--- src/rtl/coherence_bus_controller.sv ---
`default_nettype none
// ============================================================================
// Module   : coherence_bus_controller
// Brief    : Two-core MSI snooping bus controller arbitrating I$/D$ traffic
//            onto a single shared RAM port, one transaction in flight.
// Revision : 1.0
// ============================================================================
module coherence_bus_controller #(
    parameter int CPUS      = 2,
    parameter int WORD_W    = 32,
    parameter int BLK_WORDS = 2
) (
    input  logic                           CLK,
    input  logic                           RST,
    input  logic [CPUS-1:0]                iREN,
    input  logic [CPUS-1:0][WORD_W-1:0]    iaddr,
    input  logic [CPUS-1:0]                dREN,
    input  logic [CPUS-1:0]                dWEN,
    input  logic [CPUS-1:0][WORD_W-1:0]    daddr,
    input  logic [CPUS-1:0][WORD_W-1:0]    dstore,
    input  logic [CPUS-1:0]                ccwrite,
    input  logic [CPUS-1:0]                cctrans,
    output logic [CPUS-1:0]                iwait,
    output logic [CPUS-1:0]                dwait,
    output logic [CPUS-1:0][WORD_W-1:0]    iload,
    output logic [CPUS-1:0][WORD_W-1:0]    dload,
    output logic [CPUS-1:0]                ccwait,
    output logic [CPUS-1:0]                ccinv,
    output logic [CPUS-1:0][WORD_W-1:0]    ccsnoopaddr,
    output logic                           ramREN,
    output logic                           ramWEN,
    output logic [WORD_W-1:0]              ramaddr,
    output logic [WORD_W-1:0]              ramstore,
    input  logic [WORD_W-1:0]              ramload,
    input  logic [1:0]                     ramstate
);

    localparam int              c_cnt_w      = (BLK_WORDS > 1) ? $clog2(BLK_WORDS) : 1;
    localparam int              c_blk_bytes  = BLK_WORDS * (WORD_W / 8);
    localparam logic [WORD_W-1:0] c_blk_mask = ~(WORD_W'(c_blk_bytes - 1));
    localparam logic [1:0]      c_ram_access = 2'd2;
    localparam logic [c_cnt_w-1:0] c_last_beat = c_cnt_w'(BLK_WORDS - 1);

    typedef enum logic [2:0] {
        ST_IDLE   = 3'd0,
        ST_SNOOP  = 3'd1,
        ST_LOAD   = 3'd2,
        ST_FWD    = 3'd3,
        ST_WB     = 3'd4,
        ST_IFETCH = 3'd5
    } state_t;

    state_t               r_state;
    state_t               w_next;
    logic                 r_req;
    logic                 r_last_grant;
    logic [c_cnt_w-1:0]   r_wcnt;

    logic                 w_snp;
    logic                 w_winner;
    logic [CPUS-1:0]      w_dreq;
    logic                 w_access;
    logic                 w_last;
    logic                 w_incr;

    assign w_snp    = ~r_req;
    assign w_dreq   = dREN | dWEN;
    assign w_access = (ramstate == c_ram_access);
    assign w_last   = (r_wcnt == c_last_beat);

    // Data beats instruction; on a tie the core that did not win last time goes.
    always_comb begin
        w_winner = 1'b0;
        if (|w_dreq) begin
            w_winner = (&w_dreq) ? ~r_last_grant : w_dreq[1];
        end else begin
            w_winner = (&iREN) ? ~r_last_grant : iREN[1];
        end
    end

    always_comb begin
        w_next      = r_state;
        w_incr      = 1'b0;
        iwait       = '1;
        dwait       = '1;
        iload       = '0;
        dload       = '0;
        ccwait      = '0;
        ccinv       = '0;
        ccsnoopaddr = '0;
        ramREN      = 1'b0;
        ramWEN      = 1'b0;
        ramaddr     = '0;
        ramstore    = '0;

        case (r_state)
            ST_IDLE: begin
                if (dWEN[w_winner]) begin
                    w_next = ST_WB;
                end else if (dREN[w_winner]) begin
                    w_next = cctrans[w_winner] ? ST_SNOOP : ST_LOAD;
                end else if (iREN[w_winner]) begin
                    w_next = ST_IFETCH;
                end
            end

            ST_SNOOP: begin
                ccwait[w_snp]      = 1'b1;
                ccinv[w_snp]       = ccwrite[r_req];
                ccsnoopaddr[w_snp] = daddr[r_req] & c_blk_mask;
                w_next             = ccwrite[w_snp] ? ST_FWD : ST_LOAD;
            end

            ST_LOAD: begin
                ramREN       = 1'b1;
                ramaddr      = daddr[r_req];
                dload[r_req] = ramload;
                if (w_access) begin
                    dwait[r_req] = 1'b0;
                    w_incr       = 1'b1;
                    if (w_last) w_next = ST_IDLE;
                end
            end

            // Snooped M-holder flushes; RAM and requester take the same beats.
            ST_FWD: begin
                ccwait[w_snp]      = 1'b1;
                ccinv[w_snp]       = ccwrite[r_req];
                ccsnoopaddr[w_snp] = daddr[r_req] & c_blk_mask;
                ramWEN             = 1'b1;
                ramaddr            = daddr[w_snp];
                ramstore           = dstore[w_snp];
                dload[r_req]       = dstore[w_snp];
                if (w_access) begin
                    dwait[r_req] = 1'b0;
                    dwait[w_snp] = 1'b0;
                    w_incr       = 1'b1;
                    if (w_last) w_next = ST_IDLE;
                end
            end

            ST_WB: begin
                ramWEN   = 1'b1;
                ramaddr  = daddr[r_req];
                ramstore = dstore[r_req];
                if (w_access) begin
                    dwait[r_req] = 1'b0;
                    w_incr       = 1'b1;
                    if (w_last) w_next = ST_IDLE;
                end
            end

            ST_IFETCH: begin
                ramREN       = 1'b1;
                ramaddr      = iaddr[r_req];
                iload[r_req] = ramload;
                if (w_access) begin
                    iwait[r_req] = 1'b0;
                    w_next       = ST_IDLE;
                end
            end

            default: begin
                w_next = ST_IDLE;
            end
        endcase
    end

    always_ff @(posedge CLK or posedge RST) begin
        if (RST) begin
            r_state      <= ST_IDLE;
            r_req        <= 1'b0;
            r_last_grant <= 1'b0;
            r_wcnt       <= '0;
        end else begin
            r_state <= w_next;
            if (r_state == ST_IDLE && w_next != ST_IDLE) begin
                r_req        <= w_winner;
                r_last_grant <= w_winner;
            end
            if (w_next == ST_IDLE) begin
                r_wcnt <= '0;
            end else if (w_incr) begin
                r_wcnt <= r_wcnt + c_cnt_w'(1);
            end
        end
    end

endmodule
`default_nettype wire

--- config.mk ---
export PLATFORM = sky130hd
export DESIGN_NAME = coherence_bus_controller
export DESIGN_NICKNAME = d
export VERILOG_FILES = /design/src/rtl/coherence_bus_controller.sv
export SDC_FILE = /design/constraint.sdc
export NUM_CORES = 1
export LEC_CHECK = 0
export BUFFER_PORTS_ARGS = -buffer_cell sky130_fd_sc_hd__buf_2
export CAP_MARGIN = 25
export CELL_PAD_IN_SITES_DETAIL_PLACEMENT = 1
export CELL_PAD_IN_SITES_GLOBAL_PLACEMENT = 2
export CORE_AREA = 2 2 195 197
export CTS_CLUSTER_SIZE = 24
export DETAILED_ROUTE_END_ITERATION = 6
export DIE_AREA = 0 0 197 199
export PLACE_DENSITY = 0.71
export SKIP_CTS_REPAIR_TIMING = 1
export SLEW_MARGIN = 30
export SYNTH_ARGS = -nofsm -noshare
export SYNTH_HDL_FRONTEND = slang
export SYNTH_SLANG_ARGS = --single-unit
export TNS_END_PERCENT = 20
--- constraint.sdc ---
create_clock -name CLK -period 3.1 [get_ports CLK]
set_input_delay 0 -clock CLK [delete_from_list [all_inputs] [get_ports CLK]]
set_output_delay 0 -clock CLK [all_outputs]
set_load 0.03 [all_outputs]
==> qor.yml <==
synthesis:
  syn-instance-count: 627
  syn_area_per_cell_um2: 6.070
  synth_area_leaders: "and2_1 (20%), a22oi_1 (20%), a21oi_1 (9.7%)"
  synth_seq_area_share_pct: 3.287
  ys_warn_count: 0
  synth_edf_count: 0
  synth_top_area_share_pct: 20.38
  synth_seq_cells: 5
  synth-async-reset-ratio_pct: 100.0
  netlist_area_um2: 3806
  yosys.area.top_type: "and2_1"
  netlist-cell-type-count: 42
  synth_ff_type: "dfrtp_1"
critical_path:
  path_max_fanout: 30
  path_cells: "inv_1 > nand2_1 > a21oi_1 > nor2b_2 > or2_1 > buf_4 > a222oi_1 > a21oi_1 > buf_2"
  cp.buffers_inverters: 3
  path_class: "reg2out"
  cp-start-kind: "flop"
  slowest_stage: "dfrtp_1"
  cpPeakStageDelay_ps: 450
  crit_required_ps: 3100
  end_kind: "output pin"
  cp_common_cell: "a21oi_1"
  worstPathArrival_ps: 2800
  crit_family: "buffers and inverters"
global_routing:
  grt_max_degree: 65
  grt_pass1_vias: 6890
  grt_use_total_pct: 15.82
  grt_antenna_before_repair: 7
  grt_pass1_wl_um: 46560
  overflow: 0
floorplan:
  core_area_um2: 37130
  pin_count: 504
  fp.dieW_um: 197
  initial_core_util_pct: 10.25
  die_area_um2: 39200
  die_y_um: 199
  num_rows: 71
clocking:
  cts_buffers: 3
  cts_tree: "yes"
  clockBufferDepth: 2
  path_clk_slew_ps: 30
  htree_num_levels: 1
  cts_sinks: 5
  clockRootBuffer: "clkbuf_16"
  clock_latency_ps: 230
place:
  dp_hpwl_um: 27830
  io_buffer_count: 497
  gp_congestion: 0.8352
  dpl.cell_count: 1543
finish:
  drive_above_1_share_pct: 49.81
  syn_to_final_growth_pct: 82.22
  final_cell_mix: "buf_2 (496), and2_1 (124), a22oi_1 (100)"
  final_cells: 1549
  num-nets-final: 1315
  layout_commonest_cell: "buf_2"
  final_core_util_pct: 18.68
routing:
  wl_um: 33580
  route.detailed.drc: 0
  dr_total_vias: 7060
  drt-wirelength-per-cell_um: 21.68
  drt_first_iter_violations: 423
  ant_nets: 0
  dr.pass1.iters: 7
  via_per_inst: 4.558
worst_hold_path:
  worstHoldPathType: "in2reg"
sta:
  worst_pin_slew_ps: 661.6
  setup_violations: 0
  tns_ps: 0
  fin_crit_sh_pct: 90.32
  rsz0062_at_grt: "no"
  fmax_ghz: 0.3572
  fin_crit_ps: 2800
  fin_skew_ps: 1.197
  final_max_slew_viol_count: 0
  finalHoldViolations: 0
  slew_headroom_pct: 55.90
job:
  maxCapViolCount: 0
power:
  finalPower_w: 0.006192
  leakagePower_nw: 3.470
  ir_worst_vdd_mv: 0.5260
  powerDensity_nw_per_um2: 892.8
run_status:
  status: "finished clean"
-- flip-flops by register name (all words and copies together) (netlist names) --
name,count
r_state,3
r_last_grant,1
r_wcnt,1
-- synthesized netlist by cell type, types with 2 or more instances --
cell      count
inv_1         4
mux2i_1       2
o21ai_0       7
nor2b_1       9
a21oi_1      74
or2_1         2
buf_1         6
nand2b_1      2
buf_4         6
or2_2         2
a222oi_1     29
and2_1      124
nor2_1       82
dfrtp_1       5
a221oi_1     35
nor4_1        3
nor3_1        6
ha_1          2
buf_2         2
a22oi_1     100
a31oi_1       2
clkbuf_1     64
or3_1         3
nand2_1      38
-- metrics by stage --
step | hold WS [ps] | worst slack [ps] | area (um^2)
after floorplan | -221.5 | 956.5 | 3825
after global placement | -80.02 | 587.8 | 6842
after detailed placement | -79.80 | 475.1 | 6842
after CTS | -308.2 | 213.3 | 6920
after global routing | 227.5 | 69.29 | 6933
final | 211.7 | 300.1 | 6935
-- layout make-up --
class                   instances  area [um^2]
fillers                      4704        30200
multi-input cells             545         3422
repair buffers                516         2698
well taps                     474        593.1
flip-flops and latches          5        126.4
clock buffers                   4        78.83
inverters                       4        15.01
diodes                          1        2.502
-- per-layer routing --
layer / wire length, um / GRT usage [%] / vias up
li1: - / - / 3246
met1: 13710 / 18.66 / 3411
met2: 17060 / 30.07 / 364
met3: 2272 / 2.865 / 29
met4: 471 / 2.506 / 10
met5: 68 / 0 / -
-- kinds of logic after synthesis --
logic type / share of synthesized area, %
simple gates: 37.80
flops: 3.287
other cells: 0.09852
mux: 0.8218
fa+ha+maj: 0.6574
compound gates: 48.36
xor+xnor: 0.2302
buf+inv: 8.744
-- path summary, 6_finish.rpt --
path                               from           end  slack [ps]  cells past startpoint
min reg2reg                      r_wcnt        r_wcnt         610                      2
max                          r_state[2]   ramaddr[30]         300                      9
min in group asynchronous           RST    r_state[0]         240                      3
max reg2reg                r_last_grant  r_last_grant         590                      7
max in group asynchronous           RST  r_last_grant        2640                      3
min                             dWEN[1]    r_state[0]         210                      4
-- tightest hold or removal path, delay by kind of cell --
family,cells,cell delay (ps)
AND/OR/NAND/NOR,2,160
AO/OA/AOI/OAI,1,110
buffers and inverters,1,110
-- power breakdown --
part	switching, W	internal (W)	leakage, nW
clock	0.0000452	0.000171	0.0382
sequential	0.000125	0.0000961	0.0626
combinational	0.00405	0.00171	3.37
total	0.00422	0.00197	3.47
No activity file was read; power rests on OpenSTA's default activity.
